File: src/rtl/seq_divider.sv
// Multi-cycle signed restoring divider for the ALU divide handshake.
// Quotient truncates toward zero; the remainder takes the dividend's sign.
module seq_divider #(
   parameter int WIDTH = 32,
   parameter int CNT_W = 6
) (
   input  logic             clk,
   input  logic             in_reset,
   input  logic             in_div_reset,
   input  logic [WIDTH-1:0] in_dividend,
   input  logic [WIDTH-1:0] in_divisor,
   output logic [WIDTH-1:0] out_quotient,
   output logic [WIDTH-1:0] out_remainder,
   output logic             out_busy,
   output logic             out_done,
   output logic             out_div_by_zero
);

   typedef enum logic [1:0] {
      S_IDLE = 2'd0,
      S_CALC = 2'd1,
      S_DONE = 2'd2
   } state_t;

   localparam logic [CNT_W-1:0] LAST = CNT_W'(WIDTH);
   localparam logic [CNT_W-1:0] ONE  = CNT_W'(1);

   state_t             state_q, state_d;
   logic [CNT_W-1:0]   cnt_q, cnt_d;
   logic [WIDTH-1:0]   q_q, q_d;
   logic [WIDTH-1:0]   r_q, r_d;
   logic [WIDTH-1:0]   d_q, d_d;
   logic               sign_q_q, sign_q_d;
   logic               sign_r_q, sign_r_d;
   logic               dz_q, dz_d;
   logic               busy_q, busy_d;
   logic               done_q, done_d;

   logic [WIDTH:0]     trial;
   logic [WIDTH-1:0]   abs_dividend;
   logic [WIDTH-1:0]   abs_divisor;
   logic [WIDTH-1:0]   q_signed;
   logic [WIDTH-1:0]   r_signed;

   // Unsigned magnitudes; the most negative value maps onto itself.
   assign abs_dividend = in_dividend[WIDTH-1]
                       ? ('0 - in_dividend) : in_dividend;
   assign abs_divisor  = in_divisor[WIDTH-1]
                       ? ('0 - in_divisor) : in_divisor;

   always_comb begin
      state_d  = state_q;
      cnt_d    = cnt_q;
      q_d      = q_q;
      r_d      = r_q;
      d_d      = d_q;
      sign_q_d = sign_q_q;
      sign_r_d = sign_r_q;
      dz_d     = dz_q;
      busy_d   = busy_q;
      done_d   = done_q;
      trial    = '0;
      if (in_div_reset) begin
         q_d      = abs_dividend;
         d_d      = abs_divisor;
         r_d      = '0;
         sign_q_d = in_dividend[WIDTH-1] ^ in_divisor[WIDTH-1];
         sign_r_d = in_dividend[WIDTH-1];
         dz_d     = (in_divisor == '0);
         cnt_d    = '0;
         state_d  = S_CALC;
         busy_d   = 1'b1;
         done_d   = 1'b0;
      end else begin
         unique case (state_q)
            S_IDLE: begin
            end
            S_CALC: begin
               trial = {r_q, q_q[WIDTH-1]} - {1'b0, d_q};
               if (!trial[WIDTH]) begin
                  r_d = trial[WIDTH-1:0];
                  q_d = {q_q[WIDTH-2:0], 1'b1};
               end else begin
                  r_d = {r_q[WIDTH-2:0], q_q[WIDTH-1]};
                  q_d = {q_q[WIDTH-2:0], 1'b0};
               end
               cnt_d = cnt_q + ONE;
               if (cnt_d == LAST) begin
                  state_d = S_DONE;
                  busy_d  = 1'b0;
                  done_d  = 1'b1;
               end
            end
            S_DONE: begin
            end
            default: begin
               state_d = S_IDLE;
            end
         endcase
      end
   end

   always_ff @(posedge clk or negedge in_reset) begin
      if (!in_reset) begin
         state_q  <= S_IDLE;
         cnt_q    <= '0;
         q_q      <= '0;
         r_q      <= '0;
         d_q      <= '0;
         sign_q_q <= 1'b0;
         sign_r_q <= 1'b0;
         dz_q     <= 1'b0;
         busy_q   <= 1'b0;
         done_q   <= 1'b0;
      end else begin
         state_q  <= state_d;
         cnt_q    <= cnt_d;
         q_q      <= q_d;
         r_q      <= r_d;
         d_q      <= d_d;
         sign_q_q <= sign_q_d;
         sign_r_q <= sign_r_d;
         dz_q     <= dz_d;
         busy_q   <= busy_d;
         done_q   <= done_d;
      end
   end

   assign q_signed = sign_q_q ? ('0 - q_q) : q_q;
   // With a zero divisor every step succeeds, so R ends as |dividend|.
   assign r_signed = sign_r_q ? ('0 - r_q) : r_q;

   assign out_quotient    = !done_q ? '0
                          : dz_q    ? '1
                          : q_signed;
   assign out_remainder   = done_q ? r_signed : '0;
   assign out_busy        = busy_q;
   assign out_done        = done_q;
   assign out_div_by_zero = done_q & dz_q;

endmodule

File: config.mk
export PLATFORM = sky130hd
export DESIGN_NAME = seq_divider
export DESIGN_NICKNAME = d
export VERILOG_FILES = /design/src/rtl/seq_divider.sv
export SDC_FILE = /design/constraint.sdc
export NUM_CORES = 1
export LEC_CHECK = 0
export BUFFER_PORTS_ARGS = -buffer_cell sky130_fd_sc_hd__buf_2
export CAP_MARGIN = 0
export CORE_MARGIN = 1
export CORE_UTILIZATION = 60
export DETAILED_ROUTE_END_ITERATION = 10
export GPL_TIMING_DRIVEN = 1
export PLACE_DENSITY = 0.83
export SLEW_MARGIN = 25
export SYNTH_ARGS = -nofsm -noshare
export SYNTH_HDL_FRONTEND = slang
export SYNTH_SLANG_ARGS = --single-unit
File: constraint.sdc
create_clock -name clk -period 5.7 [get_ports clk]
set_clock_uncertainty 0.1 [all_clocks]
set_input_delay 0.57 -clock clk [delete_from_list [all_inputs] [get_ports clk]]
set_output_delay 0.57 -clock clk [all_outputs]
set_load 0.05 [all_outputs]
# --- Word level (Yosys, flattened, before mapping) ---
# Cells that the tools add are included.
# W data, S select, Z words.
word_totals:
  n_memories: 0
  wordCells: 54
  ramBits: 0
  latch_bits: 0
  out_inout_bits: 67
  regBits: 109
  mem_bits_ro: 0
classes:
  n_mux: 24
  magnitude_cmp: 0
  reduce_logical: 7
  n_addsub: 6
  mul: 0
  n_bitwise: 2
  n_eq_ne: 5
  div_mod_pow: 0
  shifts: 0
op_table:
  columns: ["operator", "n"]
  rows:
  - ["$mux W32", 12]
  - ["$sub A1 B32 Y32 const A", 4]
  - ["$sub A33 B32 Y33", 1]
  - ["$logic_not A32 Y1", 1]
  - ["$mux W6", 2]
  - ["$mux W1", 7]
  - ["$add A6 B1 Y6 const B", 1]
  - ["$eq A6 B6 Y1 const B", 1]
  - ["$mux W2", 2]
  - ["$pmux W2 S2", 1]
  - ["$reduce_and A2 Y1", 2]
  - ["$reduce_bool A2 Y1", 2]
  - ["$ne A3 B3 Y1 const B", 1]
  - ["$eq A2 B1 Y1 const B", 1]
  - ["$eq A2 B2 Y1 const B", 1]
  - ["$logic_not A2 Y1", 1]
  - ["$ne A2 B1 Y1 const B", 1]
  - ["$reduce_or A2 Y1", 1]
  - ["$and A1 B1 Y1", 1]
  - ["$xor A1 B1 Y1", 1]

# --- Longest topological paths before layout ---
# Gate-level depths: netlist of the first run.
logic_depth:
  ltp_word: 5
  mapped_depth: 13

# --- Worst setup path after synthesis of the first run ---
# OpenSTA, ideal clock, no wires.
synth_timing:
  path_type: "register -> output"
  start: "register q_q[16]"
  end: "output out_quotient[30]"
  t_arrival_ns: 3.559
  path_buffers: 0
  path_stages_with_launch: 9
  setup_slack_ns: 1.471
  cell_sequence: "dfrtp_1 > or4_1 > or4_1 > or2_2 > or3_1 > nand2b_1 > o21ai_0 > xor2_1 > a21boi_0"
synth_via:
  elab_chain_cells: 4
synth_rtl:
  columns: ["item", "line", "text"]
  rows:
  - ["from (decl)", "30", "logic [WIDTH-1:0] q_q, q_d;"]
  - ["from (signal assigned)", "118", "q_q <= q_d;"]
  - ["$sub A1 B32 Y32", "129", "assign q_signed = sign_q_q ? ('0 - q_q) : q_q;"]
  - ["$mux W32", "129", null]
  - ["$mux W32", "134", ": dz_q ? '1"]
  - ["$mux W32", "133", "assign out_quotient = !done_q ? '0"]
  - ["to (decl)", "12", "output logic [WIDTH-1:0] out_quotient,"]
# No other way between the ends.

# --- Final worst setup path of the first run ---
layout_timing:
  start: "register r_q[2]"
  end: "output out_remainder[27]"
layout_via:
  elab_chain_cells: 3
layout_rtl:
  columns: ["item", "line", "text"]
  rows:
  - ["from (decl)", "31", "logic [WIDTH-1:0] r_q, r_d;"]
  - ["from (signal assigned)", "119", "r_q <= r_d;"]
  - ["$sub A1 B32 Y32", "131", "assign r_signed = sign_r_q ? ('0 - r_q) : r_q;"]
  - ["$mux W32", "131", null]
  - ["$mux W32", "136", "assign out_remainder = done_q ? r_signed : '0;"]
  - ["to (decl)", "13", "output logic [WIDTH-1:0] out_remainder,"]
# No other way between the ends.

==> results of run 1 <==
==> cell type report <==
class | count | area share (%)
flip-flops and latches | 109 | 25.78
multi-input cells | 971 | 60.53
well taps | 211 | 2.495
repair buffers | 140 | 6.835
clock buffers | 9 | 2.129
inverters | 53 | 1.880
clock inverters | 5 | 0.3548
==> worst paths after layout <==
kind | from | end | cells past startpoint
max in group asynchronous | in_reset | d_q[31] | 2
min in group clk | out_busy | out_busy | 1
setup reg to reg | q_q[31] | r_q[0] | 12
hold / removal | in_reset | q_q[9] | 1
hold reg to reg | out_busy | out_busy | 1
setup / recovery | r_q[2] | out_remainder[27] | 9
==> cell families (layout without fill, tap and decap cells) <==
group | count (synthesis) | after routing | synth area share [%]
simple gates | 393 | 393 | 20.32
compound gates | 361 | 361 | 24.34
xor+xnor | 142 | 142 | 13.00
buf+inv | 125 | 207 | 4.904
flops | 109 | 109 | 28.51
fa+ha+maj | 38 | 38 | 5.048
mux | 37 | 37 | 3.884
==> worst max-delay path, stage by stage, from the launching register on <==
cell and delay [ns]:
dfrtp_1 0.47, nor3_1 0.54, nand4_1 0.21, o21ai_0 0.62, nand2_1 0.18, nor2_1 0.43
o21ai_0 0.20, xor2_1 0.19, and2_1 0.14, buf_2 0.26
==> flip-flops by register name, summed over array words and instances (netlist names), 2 cells and up <==
name	cells
q_q	32
d_q	32
r_q	32
cnt_q	6
state_q	2
==> where the power goes <==
| group | total (uW) | switching, uW | internal, uW |
|---|---|---|---|
| clock network | 599 | 304 | 295 |
| logic | 1550 | 903 | 647 |
| registers | 1080 | 195 | 883 |
==> per-stage QoR <==
stage               power, uW  instance area, um^2  utilization (%)  worst slack [ns]  cells
floorplan                2201                 9568                -             1.471   1205
global placement         2569                10320            67.12             1.760   1484
detailed placement       2607                10320            67.12             1.649   1484
CTS                      3211                10580            68.83             1.481   1498
global route             3462                10580            68.83             1.116   1498
finish                   3226                10580            68.83             1.429   1498
==> cells in the mapped netlist, drive strengths merged, types with 3 or more instances <==
master,number,area (um^2)
or4,14,108.9
o31a,4,35.03
o311ai,3,26.28
xnor2,69,604.3
mux2i,36,360.4
a311oi,3,26.28
a21o,15,112.6
nand4,7,43.79
buf,8,30.03
o31ai,33,247.7
or3,22,147.6
or2,3,18.77
nand2b,17,106.4
clkbuf,64,240.2
nor4,10,77.57
and3,12,75.07
a21boi,33,247.7
inv,52,195.2
nand3,21,105.1
o21ai,87,435.4
ha,37,462.9
nor2b,7,43.79
nor3,33,165.2
dfrtp,109,2728
o21a,16,120.1
a211oi,38,285.3
nand4b,3,32.53
nand2,103,386.6
and2,31,193.9
nor2,104,390.4
a31oi,8,50.05
xor2,73,639.4
o41ai,16,155.2
a21oi,86,430.4
o21bai,4,30.03
==> metal layers <==
layer	GRT usage, %	routed length, um	vias to the layer above
li1	-	-	4456
met1	44.59	11200	4289
met2	46.49	11010	340
met3	3.840	1529	50
met4	13.36	731	0
met5	0	0	-
==> cell usage in the layout (no fill, tap or decap), types with 3 or more instances in the layout <==
| cell | n |
|---|---|
| a21o_1 | 15 |
| or4_1 | 13 |
| nand4_1 | 7 |
| o21ai_0 | 87 |
| o21bai_1 | 4 |
| o21a_1 | 16 |
| buf_2 | 131 |
| dfrtp_1 | 109 |
| xnor2_1 | 68 |
| nor2_1 | 104 |
| a31oi_1 | 8 |
| nand2_1 | 103 |
| buf_4 | 9 |
| xor2_1 | 73 |
| nor3_1 | 33 |
| and2_1 | 31 |
| clkbuf_16 | 9 |
| nand2b_1 | 17 |
| ha_1 | 37 |
| mux2i_1 | 36 |
| o41ai_1 | 14 |
| nor4_1 | 9 |
| and3_1 | 12 |
| o31ai_1 | 33 |
| nand3_1 | 21 |
| o31a_1 | 4 |
| a311oi_1 | 3 |
| inv_1 | 52 |
| a21oi_1 | 86 |
| or3_1 | 20 |
| a21boi_0 | 33 |
| nor2b_1 | 6 |
| a211oi_1 | 38 |
==> results.json, run 1 <==
{
  "viasPerCell": 6.098,
  "dieArea_um2": 16460,
  "grt_overflow": 0,
  "drive_above_1_share_pct": 12.98,
  "routabilityCongestion": 0.9196,
  "holdWs_ns": 0.1668,
  "initial_core_util_pct": 62.25,
  "via_count": 9135,
  "synth_area_um2": 9568,
  "required_ns": 5.03,
  "slew_headroom_pct": 32.77,
  "grt_use_total_pct": 30.91,
  "peakVddDrop_mv": 0.2341,
  "crit_type": "flip-flop to primary output",
  "fillerInstances": 1281,
  "synth_cell_types": 58,
  "antenna_found_initial": 0,
  "rsz0062_at_grt": "no",
  "die-width_um": 128.3,
  "nets": 1389,
  "clock.fmax_ghz": 0.2341,
  "drv_cap": 0,
  "grt_pass1_vias": 8271,
  "ios": 134,
  "portBuffers": 133,
  "drt_pass1_iterations": 8,
  "htree_levels": 3,
  "layout.area.seq_um2": 2728,
  "clockRootBuffer": "clkbuf_16",
  "ys_ff_latch": 109,
  "path_max_fanout": 8,
  "insertion_delay_ns": 0.36,
  "avgRoutedWirePerCell_um": 16.34,
  "n_antenna_cell": 0,
  "finalCriticalPeriod_ns": 4.271,
  "holdBufCountCts": 0,
  "path_clk_slew_ns": 0.08,
  "post-cts-setup-buffer-count": 0,
  "dpl.hpwl_um": 17700,
  "rows": 45,
  "cp-end-kind": "primary output",
  "cts.sinks": 109,
  "multi_input_area_um2": 6404,
  "hold_path.class": "primary input to asynchronous set/reset pin",
  "finalSetupViolations": 0,
  "numCtsBuffers": 9,
  "synth_flop_cell": "dfrtp_1",
  "maxSlewViolCount": 0,
  "ff2ff_setup_slack_ns": 1.55,
  "async_flop_share_pct": 100.0,
  "drt_iter0_markers": 890,
  "cp.arrival_ns": 3.60,
  "fp.dieH_um": 128.3,
  "cts_tree": "yes",
  "ys.warnings.count": 0,
  "synth_cells": 1205,
  "fin_crit_sh_pct": 74.93,
  "wirelength_um": 24470,
  "power_density_nw_per_um2": 304.9,
  "grt_max_degree": 103,
  "p_leak_uw": 0.005049,
  "synth_edf_count": 0,
  "synth_area_per_cell_um2": 7.940,
  "worst_slew_pin_slew_ns": 1.008,
  "ctsResizeCount": 0,
  "core-area_um2": 15370,
  "finalSetupTns_ns": 0,
  "grt_first_pass_wirelength_um": 40890,
  "drc_errors": 0,
  "worst_setup_path_start_kind": "flip-flop",
  "synth.yosys.seq_area_share_pct": 28.51,
  "status": "finished clean",
  "area_delta_synth_final_pct": 10.58,
  "syn_nets": 1310,
  "ant_nets": 0,
  "hold_violations": 0,
  "clk_path_buf_depth": 2
}
No activity file was read; power rests on OpenSTA's default activity.
==> run 2, diff against run 1 <==
--- a/config.mk
+++ b/config.mk
@@ -8,10 +8,10 @@
 export BUFFER_PORTS_ARGS = -buffer_cell sky130_fd_sc_hd__buf_2
 export CAP_MARGIN = 0
 export CORE_MARGIN = 1
-export CORE_UTILIZATION = 60
+export CORE_UTILIZATION = 59
 export DETAILED_ROUTE_END_ITERATION = 10
 export GPL_TIMING_DRIVEN = 1
-export PLACE_DENSITY = 0.83
+export PLACE_DENSITY = 0.82
 export SLEW_MARGIN = 25
 export SYNTH_ARGS = -nofsm -noshare
 export SYNTH_HDL_FRONTEND = slang
==> constraint.sdc (replaced) <==
create_clock -name clk -period 4.09 [get_ports clk]
set_clock_uncertainty 0.1 [all_clocks]
set_input_delay 0.409 -clock clk [delete_from_list [all_inputs] [get_ports clk]]
set_output_delay 0.409 -clock clk [all_outputs]
set_load 0.05 [all_outputs]
==> run 2 against run 1 <==
Against the previous run: via count increased by 0.96%; worst setup slack got worse by 1.3 ns; first-iteration DRC count shrank 1.2%; critical path type unchanged; largest power group unchanged.
==> results.json, run 2 (synthesis results as in run 1) <==
{
  "status": "finished clean",
  "slew_headroom_pct": 32.28,
  "dpl.hpwl_um": 18350,
  "worst_setup_path_start_kind": "flip-flop",
  "clock.fmax_ghz": 0.2540,
  "cts_tree": "yes",
  "path_clk_slew_ns": 0.08,
  "nets": 1402,
  "fin_crit_sh_pct": 96.27,
  "dieArea_um2": 16730,
  "clockRootBuffer": "clkbuf_16",
  "drt_iter0_markers": 879,
  "maxSlewViolCount": 0,
  "rows": 46,
  "wirelength_um": 25150,
  "largestRegisters": "d_q x32, q_q x32, r_q x32",
  "required_ns": 3.58,
  "cts.sinks": 109,
  "via_count": 9223,
  "path_max_fanout": 6,
  "viasPerCell": 6.076,
  "place_area_um2": 10440,
  "post-cts-setup-buffer-count": 0,
  "core-area_um2": 15890,
  "cp.arrival_ns": 3.43,
  "worst_slew_pin_slew_ns": 1.016,
  "insertion_delay_ns": 0.36,
  "n_antenna_cell": 0,
  "clk_path_buf_depth": 2,
  "peakVddDrop_mv": 0.2536,
  "grt_use_total_pct": 30.39,
  "ios": 134,
  "grt_first_pass_wirelength_um": 40330,
  "final_area_um2": 10770,
  "grt_pass1_vias": 8274,
  "fin_ws_ns": 0.1524,
  "drive_above_1_share_pct": 13.98,
  "initial_core_util_pct": 60.23,
  "p_leak_uw": 0.005139,
  "holdWs_ns": 0.07271,
  "avgRoutedWirePerCell_um": 16.57,
  "power_density_nw_per_um2": 437.5,
  "grt_max_degree": 108,
  "area_delta_synth_final_pct": 12.61,
  "rsz0062_at_grt": "no",
  "grt_overflow": 0,
  "final_core_util_pct": 67.82,
  "portBuffers": 133,
  "final_common_cell": "buf_2",
  "htree_levels": 3,
  "ant_nets": 0,
  "finalSetupViolations": 0,
  "finalCriticalPeriod_ns": 3.938,
  "numCtsBuffers": 9,
  "drv_cap": 0,
  "drt_pass1_iterations": 5,
  "post-place-ws_ns": 0.2637,
  "antenna_found_initial": 0,
  "drc_errors": 0,
  "finalSetupTns_ns": 0,
  "fp.dieH_um": 129.3,
  "die-width_um": 129.3,
  "routabilityCongestion": 0.9461,
  "crit_type": "flip-flop to primary output",
  "hold_path.class": "primary input to asynchronous set/reset pin",
  "layout_common_cells": "130 x buf_2, 108 x dfrtp_1, 104 x nor2_1, 103 x nand2_1, 87 x o21ai_0",
  "cp-end-kind": "primary output",
  "hold_violations": 0,
  "fillerInstances": 1338
}
-- run 2: cell types whose count changed in the layout (fill, tap and decap cells not counted), sizes merged --
cell | before | now
buf | 140 | 153
clkinv | 3 | 2
inv | 54 | 53
bufinv | 0 | 2
clkbuf | 9 | 11
-- run 2: final timing paths --
path	startpoint	to	slack, ns	cells past startpoint
max	q_q[15]	out_quotient[30]	0.15	9
min	in_reset	q_q[8]	0.07	1
max reg2reg	q_q[31]	r_q[0]	0.23	13
min reg2reg	out_busy	out_busy	0.38	1
max in group asynchronous	in_reset	d_q[21]	2.96	2
min in group clk	in_dividend[0]	q_q[0]	0.26	3
-- run 2: critical path, cell delays in order, from the launching register on --
cell      delay, ns
dfrtp_1        0.45
or4_1          0.57
or4_1          0.44
or2_2          0.32
or3_1          0.36
nand2b_1       0.17
o21ai_0        0.20
xor2_1         0.11
a21boi_0       0.17
buf_2          0.29
-- run 2: layout make-up --
class                      count  area, um^2  share of cell area [%]
clock buffer                  11       232.7                   2.160
clock inverter                 5       85.08                  0.7897
inverter                      53       198.9                   1.846
multi-input combinational    971        6410                   59.49
sequential                   109        2729                   25.33
tap                          216       270.3                   2.508
timing repair buffer         153       848.3                   7.874
-- run 2: repair_timing --
item                                    4_1_cts  5_1_grt
hold buffers                                  0        0
endpoints found under the setup margin        0        5
hold endpoints to repair                      0        0
gates resized for setup                       0        4
-- run 2: per-layer routing --
layer  vias up  routed length, um  GRT usage, %
met2       314              11390         48.20
met1      4360              11580         41.61
li1       4490                  -             -
met3        59               1259         3.262
met4         0                924         14.53
met5         -                  0             0
-- run 2: per-stage QoR --
step,std cells,total power (uW)
2_1_floorplan,1205,3068
3_3_place_gp,1502,3647
6_report,1518,4713
5_1_grt,1518,5026
3_5_place_dp,1502,3693
4_1_cts,1518,4657
-- run 2: power by group --
group | switching (uW) | internal [uW]
combinational | 1290 | 976
sequential | 255 | 1230
clock | 418 | 541
total | 1960 | 2750
==> run 3, diff against run 2 <==
--- a/config.mk
+++ b/config.mk
@@ -8,10 +8,12 @@
 export BUFFER_PORTS_ARGS = -buffer_cell sky130_fd_sc_hd__buf_2
 export CAP_MARGIN = 0
 export CORE_MARGIN = 1
-export CORE_UTILIZATION = 59
+export CORE_UTILIZATION = 60
+export CTS_BUF_LIST = sky130_fd_sc_hd__clkbuf_4 sky130_fd_sc_hd__clkbuf_8
 export DETAILED_ROUTE_END_ITERATION = 10
 export GPL_TIMING_DRIVEN = 1
-export PLACE_DENSITY = 0.82
+export PLACE_DENSITY = 0.83
+export REMOVE_ABC_BUFFERS = 1
 export SLEW_MARGIN = 25
 export SYNTH_ARGS = -nofsm -noshare
 export SYNTH_HDL_FRONTEND = slang
==> run 3 against run 2 <==
Against the previous run: the run now ends with negative hold slack left; clock power down 33%; combinational power about the same; total power decreased by 7.1%; critical path depth fell by 1.
==> results.json, run 3 (synthesis results as in run 1) <==
{
  "place_area_um2": 10380,
  "n_antenna_cell": 0,
  "wirelength_um": 24930,
  "antenna_found_initial": 0,
  "holdBufCountCts": 0,
  "status": "finished with violations",
  "final_area_um2": 10610,
  "drt_iter0_markers": 677,
  "fin_crit_sh_pct": 97.31,
  "ant_nets": 0,
  "viasPerCell": 6.047,
  "required_ns": 3.58,
  "fp.dieH_um": 128.3,
  "clock.fmax_ghz": 0.2513,
  "largestRegisters": "d_q x32, q_q x32, r_q x32",
  "slew_headroom_pct": 30.62,
  "path_buf_inv": 1,
  "htree_levels": 3,
  "worst_setup_path_start_kind": "flip-flop",
  "ios": 134,
  "drv_cap": 0,
  "maxSlewViolCount": 0,
  "rsz0062_at_grt": "yes",
  "avgRoutedWirePerCell_um": 16.53,
  "hold_path.class": "primary input to asynchronous set/reset pin",
  "worst_slew_pin_slew_ns": 1.041,
  "area_delta_synth_final_pct": 10.92,
  "cts_tree": "yes",
  "drc_errors": 0,
  "path_max_fanout": 4,
  "peakVddDrop_mv": 0.2458,
  "clockRootBuffer": "clkbuf_8",
  "numCtsBuffers": 9,
  "path_clk_slew_ns": 0.10,
  "finalSetupViolations": 0,
  "cp.arrival_ns": 3.47,
  "grt_first_pass_wirelength_um": 40830,
  "layout_common_cells": "126 x buf_2, 108 x dfrtp_1, 104 x nor2_1, 103 x nand2_1, 86 x a21oi_1",
  "p_leak_uw": 0.005066,
  "comb_power_share_pct": 51.2,
  "violations": "negative hold slack",
  "finalCriticalPeriod_ns": 3.980,
  "rows": 45,
  "grt_use_total_pct": 31.11,
  "holdWs_ns": -0.01338,
  "portBuffers": 133,
  "fillerInstances": 1340,
  "power_density_nw_per_um2": 412.6,
  "drive_above_1_share_pct": 14.11,
  "cts.sinks": 109,
  "core-area_um2": 15370,
  "p_int_uw": 2436,
  "clk_path_buf_depth": 2,
  "slowest_delay_ns": 0.58,
  "final_common_cell": "buf_2",
  "nets": 1397,
  "drt_pass1_iterations": 5,
  "initial_core_util_pct": 62.25,
  "switchingPower_uw": 1943,
  "p_seq_share_pct": 34.0,
  "worstPathCellList": "or4_4 > or4_1 > or2_2 > or3_1 > o41ai_2 > xor2_1 > a21boi_0 > buf_2",
  "clock_power_share_pct": 14.7,
  "hold_violations": 3,
  "dieArea_um2": 16460,
  "final_core_util_pct": 69.04,
  "cp-end-kind": "primary output",
  "crit_family": "simple AND/OR/NAND/NOR gates",
  "cp_slowest_cell": "or4_4",
  "insertion_delay_ns": 0.40,
  "via_count": 9119,
  "crit_type": "flip-flop to primary output",
  "dpl.hpwl_um": 18310,
  "swShare_pct": 44.37,
  "routabilityCongestion": 0.9254,
  "grt_overflow": 0,
  "grt_max_degree": 82,
  "grt_pass1_vias": 8258,
  "die-width_um": 128.3
}
==> run 3: layout make-up <==
cell class / instances / area, um^2 / share of cell area [%]
inverters: 53 / 198.9 / 1.875
clock buffers: 10 / 137.6 / 1.297
flip-flops and latches: 109 / 2729 / 25.71
clock inverters: 6 / 46.29 / 0.4362
multi-input cells: 971 / 6429 / 60.58
repair buffers: 148 / 808.3 / 7.616
well taps: 211 / 264.0 / 2.488
==> run 3: what timing repair did <==
item | in CTS | in global routing
gates resized for setup | 2 | 16
buffers inserted | 0 | 0
pin swaps | 0 | 0
setup endpoints to repair | 2 | 12
==> run 3: worst reg2reg max path, cell delays in order, from the launching register on <==
cell and delay [ns]:
dfrtp_1 0.34, inv_1 0.08, ha_1 0.26, fa_1 0.42
nand2b_1 0.18, a21oi_1 0.28, o21ai_0 0.25, o31a_1 0.40
o21a_1 0.28, o21ai_0 0.32, xnor2_1 0.13, buf_4 0.21
or4_1 0.41, o311ai_0 0.10
==> run 3: through the flow <==
step	cells	power [uW]	TNS [ns]	worst slack, ns	hold WS, ns
2_1_floorplan	1133	3029	-48.10	-1.331	0.01341
3_3_place_gp	1492	3639	0	0.4637	0.3577
3_5_place_dp	1492	3685	0	0.2902	0.3648
4_1_cts	1508	4342	0	0.01684	0.01869
5_1_grt	1508	4705	-0.03764	-0.02992	0.04535
6_report	1508	4379	0	0.1099	-0.01338
==> run 3: worst paths after layout <==
check,slack (ns),cells past startpoint,to,startpoint
setup / recovery,0.11,8,out_quotient[26],q_q[17]
hold / removal,-0.01,1,q_q[22],in_reset
setup reg to reg,0.22,13,r_q[0],q_q[31]
hold reg to reg,0.39,1,out_busy,out_busy
max in group asynchronous,3.01,2,d_q[20],in_reset
min in group clk,0.23,3,d_q[30],in_divisor[30]
==> run 3: routing by layer <==
metal  wire length [um]  global-route usage, %
met1              11390                  42.75
met4                674                  10.73
met5                  0                      0
met3               1165                  4.382
met2              11700                  50.17
==> run 3: power by group through the flow <==
stage	clock network, uW	registers, uW	logic [uW]
floorplan	0	1420	1610
global placement	0	1490	2150
detailed placement	0	1500	2190
CTS	666	1480	2200
global route	698	1510	2490
finish	646	1490	2240
